File: src/rtl/sig_dump_ctrl_pkg.sv
// Shared types and cell-address helpers for the signature dump controller.
package sig_dump_pkg;

   typedef enum logic [2:0] {IDLE, LOAD, READ, WAIT, SEND, DONE} state_e;

   // Word indices of the test-control cells at the top of data memory.
   function automatic int unsigned cell_start_idx(input int unsigned mem_words);
      return mem_words - 1;
   endfunction

   function automatic int unsigned cell_end_idx(input int unsigned mem_words);
      return mem_words - 2;
   endfunction

   function automatic int unsigned cell_halt_idx(input int unsigned mem_words);
      return mem_words - 3;
   endfunction

endpackage

File: src/rtl/sig_dump_ctrl_if.sv
// Copy of the core's data-memory request bus, as seen by the snooper.
interface sig_dump_ctrl_if;
   logic        en;
   logic [3:0]  we;
   logic [31:0] addr;
   logic [31:0] wdata;

   modport master (output en, we, addr, wdata);
   modport slave  (input  en, we, addr, wdata);
endinterface

File: src/rtl/sig_dump_ctrl_cell_snoop.sv
// Latches the start/end/halt cells from snooped data-memory writes.
module sig_cell_snoop
   import sig_dump_pkg::*;
#(
   parameter int unsigned MEM_SIZE_WORDS = 1 << 19
)
(
   input  logic          clk_i,
   input  logic          rstn_i,
   input  logic          i_arm,
   sig_dump_ctrl_if.slave snoop,
   output logic [31:0]   o_start_q,
   output logic [31:0]   o_end_q,
   output logic [31:0]   o_halt_q
);
   localparam int unsigned AW      = $clog2(MEM_SIZE_WORDS * 4);
   localparam int unsigned START_W = cell_start_idx(MEM_SIZE_WORDS);
   localparam int unsigned END_W   = cell_end_idx(MEM_SIZE_WORDS);
   localparam int unsigned HALT_W  = cell_halt_idx(MEM_SIZE_WORDS);

   logic [AW-3:0] w_word;
   logic          w_wr, w_hit_start, w_hit_end, w_hit_halt;
   logic          w_unused_addr;
   logic [31:0]   r_start, r_end, r_halt;

   // Only the word index inside the memory decodes; upper and byte bits are don't-care.
   assign w_word        = snoop.addr[AW-1:2];
   assign w_unused_addr = ^{snoop.addr[31:AW], snoop.addr[1:0]};
   assign w_wr          = i_arm & snoop.en & (|snoop.we);
   assign w_hit_start   = w_wr && (w_word == START_W[AW-3:0]);
   assign w_hit_end     = w_wr && (w_word == END_W[AW-3:0]);
   assign w_hit_halt    = w_wr && (w_word == HALT_W[AW-3:0]);

   // Byte-lane masked update of whichever cell the write hits.
   always_ff @(posedge clk_i or negedge rstn_i) begin
      if (!rstn_i) begin
         r_start <= '0;
         r_end   <= '0;
         r_halt  <= '0;
      end else begin
         for (int b = 0; b < 4; b++) begin
            if (w_hit_start && snoop.we[b]) r_start[8*b +: 8] <= snoop.wdata[8*b +: 8];
            if (w_hit_end   && snoop.we[b]) r_end[8*b +: 8]   <= snoop.wdata[8*b +: 8];
            if (w_hit_halt  && snoop.we[b]) r_halt[8*b +: 8]  <= snoop.wdata[8*b +: 8];
         end
      end
   end

   assign o_start_q = r_start;
   assign o_end_q   = r_end;
   assign o_halt_q  = r_halt;
endmodule

File: src/rtl/sig_dump_ctrl.sv
// Hardware signature dump: waits for halt, then streams the signature region.
module sig_dump_ctrl
   import sig_dump_pkg::*;
#(
   parameter  int unsigned MEM_SIZE_WORDS = 1 << 19,
   parameter  int unsigned DATA_WIDTH     = 32,
   parameter  int unsigned TIMEOUT        = 1000000,
   localparam int unsigned AW             = $clog2(MEM_SIZE_WORDS * 4)
)
(
   input  logic                  clk_i,
   input  logic                  rstn_i,
   input  logic                  snoop_en_i,
   input  logic [3:0]            snoop_we_i,
   input  logic [31:0]           snoop_addr_i,
   input  logic [DATA_WIDTH-1:0] snoop_wdata_i,
   output logic                  ram_en_o,
   output logic [AW-3:0]         ram_addr_o,
   input  logic [DATA_WIDTH-1:0] ram_rdata_i,
   output logic                  sig_valid_o,
   input  logic                  sig_ready_i,
   output logic [DATA_WIDTH-1:0] sig_data_o,
   output logic                  sig_last_o,
   output logic                  done_o,
   output logic                  timeout_o
);
   state_e                r_state;
   logic [31:0]           r_cnt;
   logic [AW-3:0]         r_ptr, r_lim;
   logic [DATA_WIDTH-1:0] r_data;
   logic                  r_valid, r_last, r_timeout;
   logic [31:0]           w_start_q, w_end_q, w_halt_q;
   logic [AW-3:0]         w_start_w, w_end_w;
   logic                  w_unused_cells;

   sig_dump_ctrl_if u_snoop_if ();

   assign u_snoop_if.en    = snoop_en_i;
   assign u_snoop_if.we    = snoop_we_i;
   assign u_snoop_if.addr  = snoop_addr_i;
   assign u_snoop_if.wdata = snoop_wdata_i;

   // Cells are only writable while idle so a running dump sees a frozen region.
   sig_cell_snoop #(.MEM_SIZE_WORDS(MEM_SIZE_WORDS)) u_cells (
      .clk_i     (clk_i),
      .rstn_i    (rstn_i),
      .i_arm     (r_state == IDLE),
      .snoop     (u_snoop_if),
      .o_start_q (w_start_q),
      .o_end_q   (w_end_q),
      .o_halt_q  (w_halt_q)
   );

   assign w_start_w      = w_start_q[AW-1:2];
   assign w_end_w        = w_end_q[AW-1:2];
   assign w_unused_cells = ^{w_start_q[31:AW], w_start_q[1:0], w_end_q[31:AW], w_end_q[1:0]};

   // Dump sequencer: one word per READ -> WAIT -> SEND round trip.
   always_ff @(posedge clk_i or negedge rstn_i) begin
      if (!rstn_i) begin
         r_state   <= IDLE;
         r_cnt     <= '0;
         r_ptr     <= '0;
         r_lim     <= '0;
         r_data    <= '0;
         r_valid   <= 1'b0;
         r_last    <= 1'b0;
         r_timeout <= 1'b0;
      end else begin
         case (r_state)
            IDLE: begin
               r_cnt <= r_cnt + 32'd1;
               if (w_halt_q == 32'd1) begin
                  r_state <= LOAD;
               end else if (r_cnt == 32'(TIMEOUT - 1)) begin
                  r_state   <= DONE;
                  r_timeout <= 1'b1;
               end
            end
            LOAD: begin
               r_ptr   <= w_start_w;
               r_lim   <= w_end_w;
               r_state <= (w_start_w >= w_end_w) ? DONE : READ;
            end
            READ: r_state <= WAIT;
            WAIT: begin
               r_data  <= ram_rdata_i;
               r_valid <= 1'b1;
               r_last  <= ((r_ptr + (AW-2)'(1)) == r_lim);
               r_state <= SEND;
            end
            SEND: begin
               if (sig_ready_i) begin
                  r_valid <= 1'b0;
                  r_last  <= 1'b0;
                  r_ptr   <= r_ptr + (AW-2)'(1);
                  r_state <= r_last ? DONE : READ;
               end
            end
            DONE:    r_state <= DONE;
            default: r_state <= IDLE;
         endcase
      end
   end

   assign ram_en_o    = (r_state == READ);
   assign ram_addr_o  = r_ptr;
   assign sig_valid_o = r_valid;
   assign sig_data_o  = r_data;
   assign sig_last_o  = r_last;
   assign done_o      = (r_state == DONE);
   assign timeout_o   = r_timeout;
endmodule

File: config.mk
export PLATFORM = sky130hd
export DESIGN_NAME = sig_dump_ctrl
export DESIGN_NICKNAME = d
export VERILOG_FILES = /design/src/rtl/sig_dump_ctrl_pkg.sv /design/src/rtl/sig_dump_ctrl_if.sv /design/src/rtl/sig_dump_ctrl_cell_snoop.sv /design/src/rtl/sig_dump_ctrl.sv
export SDC_FILE = /design/constraint.sdc
export NUM_CORES = 1
export LEC_CHECK = 0
export ABC_AREA = 1
export BUFFER_PORTS_ARGS = -buffer_cell sky130_fd_sc_hd__buf_2
export CELL_PAD_IN_SITES_DETAIL_PLACEMENT = 0
export CELL_PAD_IN_SITES_GLOBAL_PLACEMENT = 2
export CORE_UTILIZATION = 30
export CTS_BUF_LIST = sky130_fd_sc_hd__clkbuf_8
export CTS_CLUSTER_DIAMETER = 120
export DETAILED_ROUTE_END_ITERATION = 8
export GPL_TIMING_DRIVEN = 0
export PLACE_DENSITY_LB_ADDON = 0.1
export SYNTH_ARGS = -nofsm -noshare
export SYNTH_HDL_FRONTEND = slang
export SYNTH_SLANG_ARGS = --single-unit
File: constraint.sdc
create_clock -name clk_i -period 2.3 [get_ports clk_i]
set_clock_uncertainty 0.15 [all_clocks]
set_input_delay 0.345 -clock clk_i [delete_from_list [all_inputs] [get_ports clk_i]]
set_output_delay 0.345 -clock clk_i [all_outputs]
set_load 0.05 [all_outputs]
Word level (Yosys, flattened, before mapping):

Cells that the tools add are included.

* mux-type cells: 11
* bitwise logic cells: 3
* equality and inequality tests: 13
* reduce and logical (&&, ||, !) cells: 21
* $lt $le $gt $ge: 1
* add/sub/neg operators: 2

Operators by type and width (count)
* $eq A19 B19 Y1 const B: 3
* $pmux W19 S2: 1
* $add A32 B1 Y32 const B: 1
* $eq A32 B1 Y1 const B: 1
* $eq A32 B20 Y1 const B: 1
* $add A19 B1 Y19 const B: 1
* $eq A19 B19 Y1: 1
* $ge A19 B19 Y1: 1
* $mux W19: 1
* $pmux W3 S6: 1
* $mux W3: 5
* $logic_and A1 B1 Y1: 13
* $eq A3 B2 Y1 const B: 2
* $eq A3 B3 Y1 const B: 2
* $reduce_and A2 Y1: 3
* $pmux W1 S2: 2
* $reduce_bool A2 Y1: 2
* $reduce_or A4 Y1: 1
* $eq A3 B1 Y1 const B: 1
* $logic_not A3 Y1: 1
* $ne A3 B3 Y1 const B: 1
* $reduce_and A3 Y1: 1
* $and A1 B1 Y1: 2
* $ne A2 B2 Y1 const B: 1
* 2 further kinds: 2

* bits of input ports: 104
* register bits: 182
* output and inout bits: 56
* logic and storage cells: 69

Logic depth before layout (Yosys ltp):

Gate-level depths: netlist of run 1.

* word-level depth: 5
* gate-level depth with buffers: 13
* gate-level depth less buffers: 13

Cells and area by module:

A second synthesis of run 1 with hierarchy kept.

* cell total of the unflattened synthesis: 1235
* area, all modules: 10466.3 sq um

Modules (own cells, without submodules)
* sig_dump_ctrl: times used 1, area each 6187.2 sq um, cells an instance 778
* sig_cell_snoop: times used 1, area each 4279.1 sq um, cells an instance 457

Worst setup path before layout of run 1:

No wires, ideal clock.

* path kind: reg2reg
* start point: register r_ptr[0] (netlist: ram_addr_o[0])
* end point: register r_last (netlist: sig_last_o)
* setup slack: 107 ps
* cell stages (with the launch flop): 14
* setup time: 67 ps
* data arrival time: 1976 ps
* cell sequence: dfrtp_1 > ha_1 > nand2_1 > nor2_2 > nand2_2 > nor2_1 > nand3_1 > nand2_1 > nand2_1 > nand2_1 > nand3_1 > nor2_1 > nand2_1 > nand2_1

* cells in the longest elaborated chain, start to end: 3

RTL lines
* start: declaration: line sig_dump_ctrl.sv:29 `logic [AW-3:0] r_ptr, r_lim;`
* start signal: assignment: line sig_dump_ctrl.sv:81 `r_ptr <= w_start_w;`
* start signal: assignment: line sig_dump_ctrl.sv:96 `r_ptr <= r_ptr + (AW-2)'(1);`
* $add A19 B1 Y19: line sig_dump_ctrl.sv:89 `r_last <= ((r_ptr + (AW-2)'(1)) == r_lim);`
* $eq A19 B19 Y1: line sig_dump_ctrl.sv:89
* $pmux W1 S2: line sig_dump_ctrl.sv:70 `case (r_state)`
* end signal: assignment: line sig_dump_ctrl.sv:89
* end: declaration: line sig_dump_ctrl.sv:31 `logic r_valid, r_last, r_timeout;`

No other way between the ends.
A chain may end at the register's enable or synchronous reset.

Worst setup path after layout of run 1:

Ends and elaborated chain as after synthesis.

==> results of run 1 <==
[registers in the layout, indices dropped and copies added, names as in the netlist]
signal / count
r_state: 3
sig_data_o: 32
u_cells.o_start_q: 19
timeout_o: 1
u_cells.o_halt_q: 32
sig_last_o: 1
ram_addr_o: 19
sig_valid_o: 1
r_cnt: 32
r_lim: 19
u_cells.o_end_q: 19
[cell families (layout without fill, tap and decap cells)]
| group | Yosys count | count (layout) | share of synthesized area |
|---|---|---|---|
| AOI/OAI and AO/OA | 99 | 99 | 0.0585 |
| xor gates and xnor gates | 31 | 31 | 0.0299 |
| buffers and inverters | 120 | 367 | 0.0536 |
| and+or+nand+nor | 609 | 609 | 0.299 |
| DFF | 178 | 178 | 0.490 |
| muxes | 32 | 32 | 0.0396 |
| adders and majority gates | 21 | 21 | 0.0289 |
[final cells by class]
class,instances,area share
clock buffer,18,0.0217
tap,390,0.0427
timing repair buffer,216,0.127
sequential,178,0.390
buffer,26,0.0117
multi-input combinational,792,0.367
inverter,94,0.0308
clock inverter,13,0.00908
[power breakdown]
part           internal [uW]  switching (uW)  total [uW]  leakage [uW]
combinational           1260            3500        4750       0.00328
clock                    790            1270        2060      0.000176
sequential              3670             480        4150       0.00239
total                   5720            5240       11000       0.00585
[metal layers]
metal  global-route usage  vias to the layer above  share of wire
met5                    0                        -              0
li1                     -                     4026              -
met1                0.245                     3576           0.52
met4               0.0395                        0         0.0078
met3               0.0319                       11          0.036
met2                0.261                      138           0.44
[how the worst min path moves through the flow]
| stage | depth (start not counted) | slack, ns | end |
|---|---|---|---|
| after global placement | 2 | 0.30 | sig_valid_o |
| after floorplan | 0 | -0.10 | r_cnt[0] |
| after CTS | 3 | 0.05 | u_cells.o_end_q[7] |
| after detailed placement | 2 | 0.31 | sig_valid_o |
| final | 3 | 0.10 | u_cells.o_end_q[7] |
| after global routing | 3 | 0.1 | u_cells.o_end_q[7] |
[cell usage after synthesis, drive strengths merged]
master	count
a21oi	26
a31oi	1
a41o	1
and2	2
buf	9
clkbuf	17
dfrtp	178
ha	21
inv	94
mux2	32
nand2	371
nand3	86
nand3b	9
nand4	28
nor2	93
nor3	14
nor4	3
o211ai	2
o21a	1
o21ai	51
o21bai	1
o22ai	16
or2	2
or4	1
xnor2	12
xor2	19
[critical path, delay by kind of cell, from the launching register on]
family / cells / cell delay, ns
simple gates: 12 / 1.18
flops: 1 / 0.42
fa+ha+maj: 1 / 0.21
buf+inv: 1 / 0.15
[what timing repair did]
action / in CTS / in global routing
buffers inserted: 0 / 4
setup endpoints to repair: 1 / 5
endpoints found under the hold margin: 202 / 0
resized for setup: 2 / 15
hold buffers: 66 / 0
pin swaps: 0 / 2
[metrics by stage]
| stage | total power (uW) | utilization | setup WS (ns) |
|---|---|---|---|
| floorplan | 7510 | - | 0.107 |
| detailed placement | 8880 | 0.348 | -0.114 |
| global route | 11800 | 0.385 | -0.0648 |
| finish | 11000 | 0.385 | 0.131 |
| global placement | 8860 | 0.347 | -2.59 |
| CTS | 11100 | 0.382 | 0.00450 |
==> out/results.tsv, run 1 <==
stage	metric	value	unit
route	final_antenna_net_count	0	
clock_tree	clockBufferDepth	2	
place	hpwl	18900	um
synthesis	syn_area	9090	um^2
floorplanning	start_util	0.306	
setup_path	cp-end-kind	flip-flop	
setup_path	crit_required	2.57	ns
finish	drive_gt1_frac	0.204	
synthesis	synthCells	1090	
clock_tree	clkSlewWorstSetupHoldPaths	0.10	ns
timing	hold_ws	0.100	ns
global_routing	grt_pass1_wl	41000	um
synthesis	ys_seq_elements	178	
global_routing	antenna_found_initial	0	
min_path	hp-start	snoop_we_i[0]	
setup_path	start_kind	flip-flop	
route	drt_wl_total	25100	um
floorplanning	die_w	176	um
route	drc	0	
route	wire_per_inst	14.6	um
min_path	min_path_type	input port to flip-flop	
timing	rsz0062_at_grt	yes	
finish	diodes	0	
timing	fin_tns_setup	0	ns
finish	regArea	4460	um^2
setup_path	ff2ff_path_depth	14	
timing	maxSlewViolCount	0	
synthesis	synth_nets	1215	
clock_tree	cts_root_buffer	clkbuf_8	
global_routing	grt_overflow	0	
synthesis	synth_top_area_frac	0.490	
global_routing	grt_max_degree	102	
finish	final_cell_mix	nand2_1, dfrtp_1, buf_2	
finish	finalNonFillerCells	1727	
timing	finalCritPeriodShare	0.943	
pwr	power.leakage	0.00585	uW
clock_tree	clock_latency	0.48	ns
status	status	finished clean	
route	viasPerCell	4.49	
global_routing	grt_pass1_vias	7674	
timing	hold_violations	0	
setup_path	reg2reg_to	sig_last_o	
place	finalWeightedCongestion	0.755	
finish	multi_input_area	4200	um^2
setup_path	reg2reg_from	ram_addr_o[0]	
floorplanning	rows	63	
clock_tree	htreeDepth	4	
flow_run	maxCapViolCount	0	
pwr	powerDensity	958	nW/um^2
route	vias	7751	
floorplanning	coreArea	29700	um^2
route	first_pass_iters	4	
place	place_area	10300	um^2
timing	finalCriticalPeriod	2.17	ns
clock_tree	tritoncts	done	
route	drt_iter0_drc	344	
synthesis	synthTopCellsByArea	dfrtp_1, nand2_1, nand3_1, mux2_2, inv_1	
setup_path	cp_slowest_cell	dfrtp_2	
setup_path	crit_start	ram_addr_o[0]	
synthesis	ys_types	38	
timing	setup_violations	0	
finish	fin_area	11400	um^2
finish	syn_to_final_growth	25.9	%
synthesis	synth_top_cell_by_area	dfrtp_1	
setup_path	path_class	flip-flop to flip-flop	
synthesis	synth_warnings	0	
pwr	vdd_drop_max	343	uV
timing	tightest_slew	0.865	ns
floorplanning	ioPinCount	160	
floorplanning	die_h	176	um
synthesis	avgSynthCellArea	8.34	um^2
setup_path	critPathMostFrequentCell	nand2_1	
finish	fillers	3154	
clock_tree	cts_buffers	17	
setup_path	crit_end	sig_last_o	
finish	mostFrequentLayoutCell	nand2_1	
global_routing	grt_usage	0.170	
setup_path	path_cells	ha_2 -> nand2_1 -> nor2_4 -> buf_4 -> nand3_1 -> nand2_1 -> nand2_1 -> nand2_1 -> nand2_1 -> nor2_1 -> nand2_1 -> nor2_2 -> nand2_2 -> nand2_1	
setup_path	max_stage_delay	0.42	ns
floorplanning	dieArea	31000	um^2
place	dp_cells	1626	
clock_tree	clock-sinks	178	
finish	nNetsFinal	1450	
setup_path	worstPathMaxFanout	5	
timing	fmax	461	MHz
synthesis	seq_area_frac_synth	0.490	
setup_path	cp.arrival	2.44	ns
setup_path	timing.reg2reg.setup_slack	0.13	ns
timing	slew_headroom	0.423	
place	numPortBuffers	145	
(Power assumes the default switching activity.)
==> run 2: changes to the inputs <==
--- a/config.mk
+++ b/config.mk
@@ -14,6 +14,7 @@
 export CTS_CLUSTER_DIAMETER = 120
 export DETAILED_ROUTE_END_ITERATION = 8
 export GPL_TIMING_DRIVEN = 0
+export MAX_ROUTING_LAYER = met4
 export PLACE_DENSITY_LB_ADDON = 0.1
 export SYNTH_ARGS = -nofsm -noshare
 export SYNTH_HDL_FRONTEND = slang
==> constraint.sdc (replaced) <==
create_clock -name clk_i -period 2.7 [get_ports clk_i]
set_clock_uncertainty 0.15 [all_clocks]
set_input_delay 0.405 -clock clk_i [delete_from_list [all_inputs] [get_ports clk_i]]
set_output_delay 0.405 -clock clk_i [all_outputs]
set_load 0.05 [all_outputs]
==> run 2 against run 1 <==
Compared with the run above:
- worst hold slack got worse by 0.051 ns
- non-clock buffer count shrank 24
- first-iteration DRC count increased by 12%
- critical path type unchanged
- critical endpoint unchanged
- largest cell class unchanged
==> out/results.tsv, run 2 (same netlist as run 1, synthesis figures left out) <==
stage	metric	value	unit	change
floorplanning	rows	63		unchanged
clock_tree	cts-resized-gates	0		was 2
global_routing	grt_usage	0.174		was 0.170
finish	syn_to_final_growth	22.7	%	was 25.9%
timing	maxSlewViolCount	0		unchanged
min_path	hp-start	snoop_wdata_i[8]		was snoop_we_i[0]
min_path	min_to	u_cells.o_halt_q[8]		was u_cells.o_end_q[7]
pwr	vdd_drop_max	292	uV	was 343 uV
clock_tree	clkSlewWorstSetupHoldPaths	0.10	ns	about the same
floorplanning	die_h	176	um	unchanged
pwr	power.leakage	0.00573	uW	was 0.00585 uW
route	wire_per_inst	14.7	um	was 14.6 um
timing	fin_ws	0.344	ns	was 0.131 ns
floorplanning	start_util	0.306		unchanged
finish	diodes	0		unchanged
timing	fmax	424	MHz	was 461 MHz
setup_path	crit_required	2.96	ns	was 2.57 ns
place	pre_cts_slack	0.286	ns	was -0.114 ns
finish	final_cell_mix	nand2_1, dfrtp_1, buf_2		unchanged
min_path	holdPathStages	2		was 3
route	first_pass_iters	5		was 4
setup_path	path_class	flip-flop to flip-flop		unchanged
timing	hold_violations	0		unchanged
finish	postLayoutCoreUtil	0.375		was 0.385
route	drt_wl_total	25000	um	was 25100 um
route	drt_iter0_drc	384		was 344
finish	drive_gt1_frac	0.197		was 0.204
floorplanning	ioPinCount	160		unchanged
setup_path	worstPathMaxFanout	6		was 5
setup_path	timing.reg2reg.setup_slack	0.34	ns	was 0.13 ns
floorplanning	coreArea	29700	um^2	unchanged
clock_tree	cts_buffers	17		unchanged
place	hpwl	18900	um	unchanged
floorplanning	die_w	176	um	unchanged
global_routing	grt_pass1_vias	7582		was 7674
finish	nNetsFinal	1426		was 1450
global_routing	grt_max_degree	102		unchanged
flow_run	maxCapViolCount	0		unchanged
setup_path	path_buf_inv	0		was 1
timing	rsz0062_at_grt	no		was yes
place	finalWeightedCongestion	0.764		was 0.755
setup_path	reg2reg_from	ram_addr_o[0]		unchanged
route	drc	0		unchanged
setup_path	crit_family	simple AND/OR/NAND/NOR gates		unchanged
setup_path	cp.arrival	2.62	ns	was 2.44 ns
clock_tree	clock_latency	0.48	ns	about the same
setup_path	ff2ff_path_depth	13		was 14
clock_tree	cts_root_buffer	clkbuf_8		unchanged
global_routing	antenna_found_initial	0		unchanged
timing	setup_violations	0		unchanged
global_routing	grt_pass1_wl	40800	um	was 41000 um
status	status	finished clean		unchanged
min_path	min_path_type	input port to flip-flop		unchanged
clock_tree	tritoncts	done		unchanged
clock_tree	htreeDepth	4		unchanged
setup_path	critPathMostFrequentCell	nand2_1		unchanged
timing	finalCriticalPeriod	2.36	ns	was 2.17 ns
setup_path	cp-end-kind	flip-flop		unchanged
clock_tree	clockBufferDepth	2		unchanged
place	numPortBuffers	145		unchanged
setup_path	path_cells	ha_1 -> nand2_1 -> nor2_2 -> nand2_2 -> nor2_1 -> nand3_1 -> nand2_1 -> nand2_1 -> nand2_1 -> nand3_1 -> nor2_1 -> nand2_1 -> nand2_1		was ha_2 -> nand2_1 -> nor2_4 -> buf_4 -> nand3_1 -> nand2_1 -> nand2_1 -> nand2_1 -> nand2_1 -> nor2_1 -> nand2_1 -> nor2_2 -> nand2_2 -> nand2_1
timing	slew_headroom	0.403		was 0.423
timing	finalCritPeriodShare	0.873		was 0.943
finish	mostFrequentLayoutCell	nand2_1		unchanged
setup_path	start_kind	flip-flop		unchanged
global_routing	grt_overflow	0		unchanged
route	vias	7661		was 7751
setup_path	max_stage_delay	0.46	ns	was 0.42 ns
pwr	powerDensity	829	nW/um^2	was 958 nW/um^2
route	final_antenna_net_count	0		unchanged
setup_path	cp_slowest_cell	dfrtp_1		was dfrtp_2
route	viasPerCell	4.50		was 4.49
timing	tightest_slew	0.895	ns	was 0.865 ns
clock_tree	clock-sinks	178		unchanged
floorplanning	dieArea	31000	um^2	unchanged
setup_path	reg2reg_to	sig_last_o		unchanged
run 2: worst reg2reg max path, stage by stage (launching register included):
cell	delay (ns)
dfrtp_1	0.46
ha_1	0.22
nand2_1	0.09
nor2_2	0.29
nand2_2	0.18
nor2_1	0.17
nand3_1	0.13
nand2_1	0.08
nand2_1	0.05
nand2_1	0.09
nand3_1	0.08
nor2_1	0.14
nand2_1	0.11
nand2_1	0.07
run 2: worst max-delay path by stage:
stage,startpoint,end,slack [ns],cells after the start
floorplan,ram_addr_o[0],sig_last_o,0.51,13
global placement,rstn_i,r_cnt[22],-2.25,1
detailed placement,ram_addr_o[0],sig_last_o,0.29,13
CTS,ram_addr_o[0],sig_last_o,0.26,13
global route,ram_addr_o[0],sig_last_o,0.03,13
finish,ram_addr_o[0],sig_last_o,0.34,13
run 2: metal layers:
| metal | part of all wire | track usage | routed length [um] | vias up |
|---|---|---|---|---|
| met4 | 0.0081 | 0.0395 | 204 | 0 |
| li1 | - | - | - | 3982 |
| met5 | 0 | - | 0 | - |
| met3 | 0.036 | 0.0308 | 889 | 12 |
| met1 | 0.52 | 0.247 | 13000 | 3522 |
| met2 | 0.44 | 0.257 | 10900 | 145 |
run 2: final cells by class:
cell class                      count  area [um^2]
Fill cell                        3154        18600
Sequential cell                   178         4450
Multi-Input combinational cell    792         4150
Timing Repair Buffer              192         1220
Tap cell                          390          488
Inverter                           94          353
Clock buffer                       18          248
Buffer                             26          134
Clock inverter                     13          104
run 2: timing repair:
item | 4_1_cts | 5_1_grt
hold buffers | 46 | 0
setup buffers | 0 | 0
hold endpoints to repair | 145 | 0
run 2: power breakdown:
part / switching [uW] / internal [uW] / leakage, uW / total (uW)
logic: 2940 / 1020 / 0.00316 / 3960
registers: 412 / 3130 / 0.00239 / 3540
clock network: 1070 / 673 / 0.000176 / 1740
run 2: metrics by stage:
step	instance area [um^2]	TNS [ns]	cells	total power (uW)	hold slack, ns
2_1_floorplan	9090	0	1090	6400	-0.0406
6_report	11200	0	1703	9250	0.0489
4_1_cts	11200	0	1703	9420	0.00289
3_5_place_dp	10300	0	1626	7560	0.306
5_1_grt	11200	0	1703	9930	0.00901
3_3_place_gp	10300	-397.18	1625	7550	0.300
==> run 3: changes to the inputs <==
--- a/config.mk
+++ b/config.mk
@@ -15,7 +15,7 @@
 export DETAILED_ROUTE_END_ITERATION = 8
 export GPL_TIMING_DRIVEN = 0
 export MAX_ROUTING_LAYER = met4
-export PLACE_DENSITY_LB_ADDON = 0.1
+export PLACE_DENSITY = 0.79
 export SYNTH_ARGS = -nofsm -noshare
 export SYNTH_HDL_FRONTEND = slang
 export SYNTH_SLANG_ARGS = --single-unit
==> run 3 against run 2 <==
Compared with the run above:
- final area is 0.29% higher
- cell count did not move
- clock power up 9%
- routed wire length shrank 3.8%
- critical endpoint unchanged
- largest cell class unchanged
- largest power group unchanged
==> out/results.tsv, run 3 (same netlist as run 1, synthesis figures left out) <==
stage	metric	value	unit	change
timing	rsz0062_at_grt	no		unchanged
setup_path	start_kind	flip-flop		unchanged
global_routing	grt_max_degree	94		was 102
timing	finalCriticalPeriod	2.35	ns	was 2.36 ns
timing	finalCritPeriodShare	0.869		was 0.873
clock_tree	cts_root_buffer	clkbuf_8		unchanged
place	numPortBuffers	145		unchanged
status	status	finished clean		unchanged
floorplanning	die_h	176	um	unchanged
clock_tree	cts_buffers	17		unchanged
timing	maxSlewViolCount	0		unchanged
finish	fin_area	11200	um^2	about the same
pwr	powerDensity	838	nW/um^2	was 829 nW/um^2
finish	drive_gt1_frac	0.198		was 0.197
clock_tree	post_cts_buffers	0		unchanged
route	drc	0		unchanged
finish	mostFrequentLayoutCell	nand2_1		unchanged
timing	slew_headroom	0.518		was 0.403
setup_path	worstPathMaxFanout	6		unchanged
finish	multi_input_area	4150	um^2	unchanged
route	viasPerCell	4.51		was 4.50
clock_tree	clock-sinks	178		unchanged
setup_path	path_cells	ha_1 -> nand2_1 -> nor2_2 -> nand2_2 -> nor2_1 -> nand3_1 -> nand2_1 -> nand2_1 -> nand2_1 -> nand3_1 -> nor2_1 -> nand2_1 -> nand2_1		unchanged
timing	setup_violations	0		unchanged
finish	fillers	3117		was 3154
setup_path	cp.arrival	2.61	ns	was 2.62 ns
setup_path	max_stage_delay	0.45	ns	was 0.46 ns
route	first_pass_iters	4		was 5
setup_path	ff2ff_path_depth	13		unchanged
floorplanning	start_util	0.306		unchanged
timing	tightest_slew	0.722	ns	was 0.895 ns
clock_tree	htreeDepth	4		unchanged
global_routing	antenna_found_initial	0		unchanged
min_path	min_path_type	input port to flip-flop		unchanged
place	finalWeightedCongestion	0.785		was 0.764
timing	hold_violations	0		unchanged
global_routing	grt_pass1_wl	40400	um	was 40800 um
floorplanning	dieArea	31000	um^2	unchanged
route	drt_iter0_drc	451		was 384
route	drt_wl_total	24100	um	was 25000 um
floorplanning	coreArea	29700	um^2	unchanged
timing	fmax	426	MHz	was 424 MHz
setup_path	path_buf_inv	0		unchanged
flow_run	maxCapViolCount	0		unchanged
setup_path	cp-end-kind	flip-flop		unchanged
global_routing	grt_pass1_vias	7780		was 7582
clock_tree	clock_latency	0.48	ns	about the same
setup_path	crit_required	2.96	ns	about the same
floorplanning	die_w	176	um	unchanged
route	wire_per_inst	14.1	um	was 14.7 um
setup_path	cp.depth	13		unchanged
finish	final_cell_mix	nand2_1, dfrtp_1, buf_2		unchanged
clock_tree	cts-resized-gates	0		unchanged
pwr	vdd_drop_max	256	uV	was 292 uV
pwr	power.leakage	0.00576	uW	was 0.00573 uW
place	hpwl	18300	um	was 18900 um
min_path	holdPathStages	2		unchanged
setup_path	crit_family	simple AND/OR/NAND/NOR gates		unchanged
floorplanning	rows	63		unchanged
place	place_area	10300	um^2	unchanged
setup_path	cp_slowest_cell	dfrtp_1		unchanged
finish	syn_to_final_growth	23.1	%	was 22.7%
clock_tree	clockBufferDepth	2		unchanged
setup_path	path_class	flip-flop to flip-flop		unchanged
global_routing	grt_usage	0.171		was 0.174
global_routing	grt_overflow	0		unchanged
clock_tree	tritoncts	done		unchanged
finish	nNetsFinal	1425		was 1426
clock_tree	clkSlewWorstSetupHoldPaths	0.09	ns	was 0.10 ns
floorplanning	ioPinCount	160		unchanged
setup_path	critPathMostFrequentCell	nand2_1		unchanged
finish	regArea	4450	um^2	unchanged
route	vias	7675		was 7661
finish	diodes	0		unchanged
route	final_antenna_net_count	0		unchanged
pwr	power	9370	uW	was 9250 uW
[run 3: changes by cell type in the layout (fill, tap and decap cells not counted)]
cell	previous run	this run
clkinv_4	3	2
dlygate4sd3_1	46	45
clkinvlp_4	3	0
clkinv_2	1	5
clkbuf_8	18	19
bufinv_16	0	2
inv_8	1	0
inv_6	4	3
[run 3: final cells by class]
class | instances | area share
Clock buffer | 19 | 0.0234
Timing Repair Buffer | 191 | 0.109
Multi-Input combinational cell | 792 | 0.371
Tap cell | 390 | 0.0436
Clock inverter | 13 | 0.0119
Sequential cell | 178 | 0.398
Inverter | 94 | 0.0315
Buffer | 26 | 0.0120
[run 3: metal layers]
metal / up-vias / GRT usage / share of wire
met4: 0 / 0.0442 / 0.013
met3: 20 / 0.0301 / 0.034
met5: - / - / 0
li1: 3978 / - / -
met2: 133 / 0.265 / 0.45
met1: 3544 / 0.230 / 0.51
[run 3: worst paths after layout]
check	startpoint	end	slack [ns]
worst max-delay path	ram_addr_o[1]	sig_last_o	0.35
worst min-delay path	snoop_wdata_i[25]	u_cells.o_halt_q[25]	0.04
worst max register to register	ram_addr_o[1]	sig_last_o	0.35
worst min register to register	sig_data_o[28]	sig_data_o[28]	0.33
max in group asynchronous	rstn_i	sig_data_o[10]	1.11
min in group asynchronous	rstn_i	u_cells.o_halt_q[21]	0.35
[run 3: power breakdown]
part           switching (uW)  total [uW]  internal [uW]
registers                 409        3540           3130
logic                    2920        3940           1020
clock network            1020        1900            872
[run 3: what timing repair did]
action | CTS | global route
hold buffers | 45 | 0
hold endpoints to repair | 129 | 0
endpoints found under the setup margin | 0 | 0
[run 3: stage by stage]
step | util | setup WS [ns] | cells | TNS (ns) | hold WS (ns)
after detailed placement | 0.348 | 0.320 | 1626 | 0 | 0.310
after global placement | 0.347 | -2.12 | 1625 | -372.79 | 0.308
final | 0.376 | 0.354 | 1703 | 0 | 0.0436
after floorplan | - | 0.507 | 1090 | 0 | -0.0406
after global routing | 0.376 | 0.0744 | 1703 | 0 | 0.0101
after CTS | 0.376 | 0.306 | 1703 | 0 | 0.00241
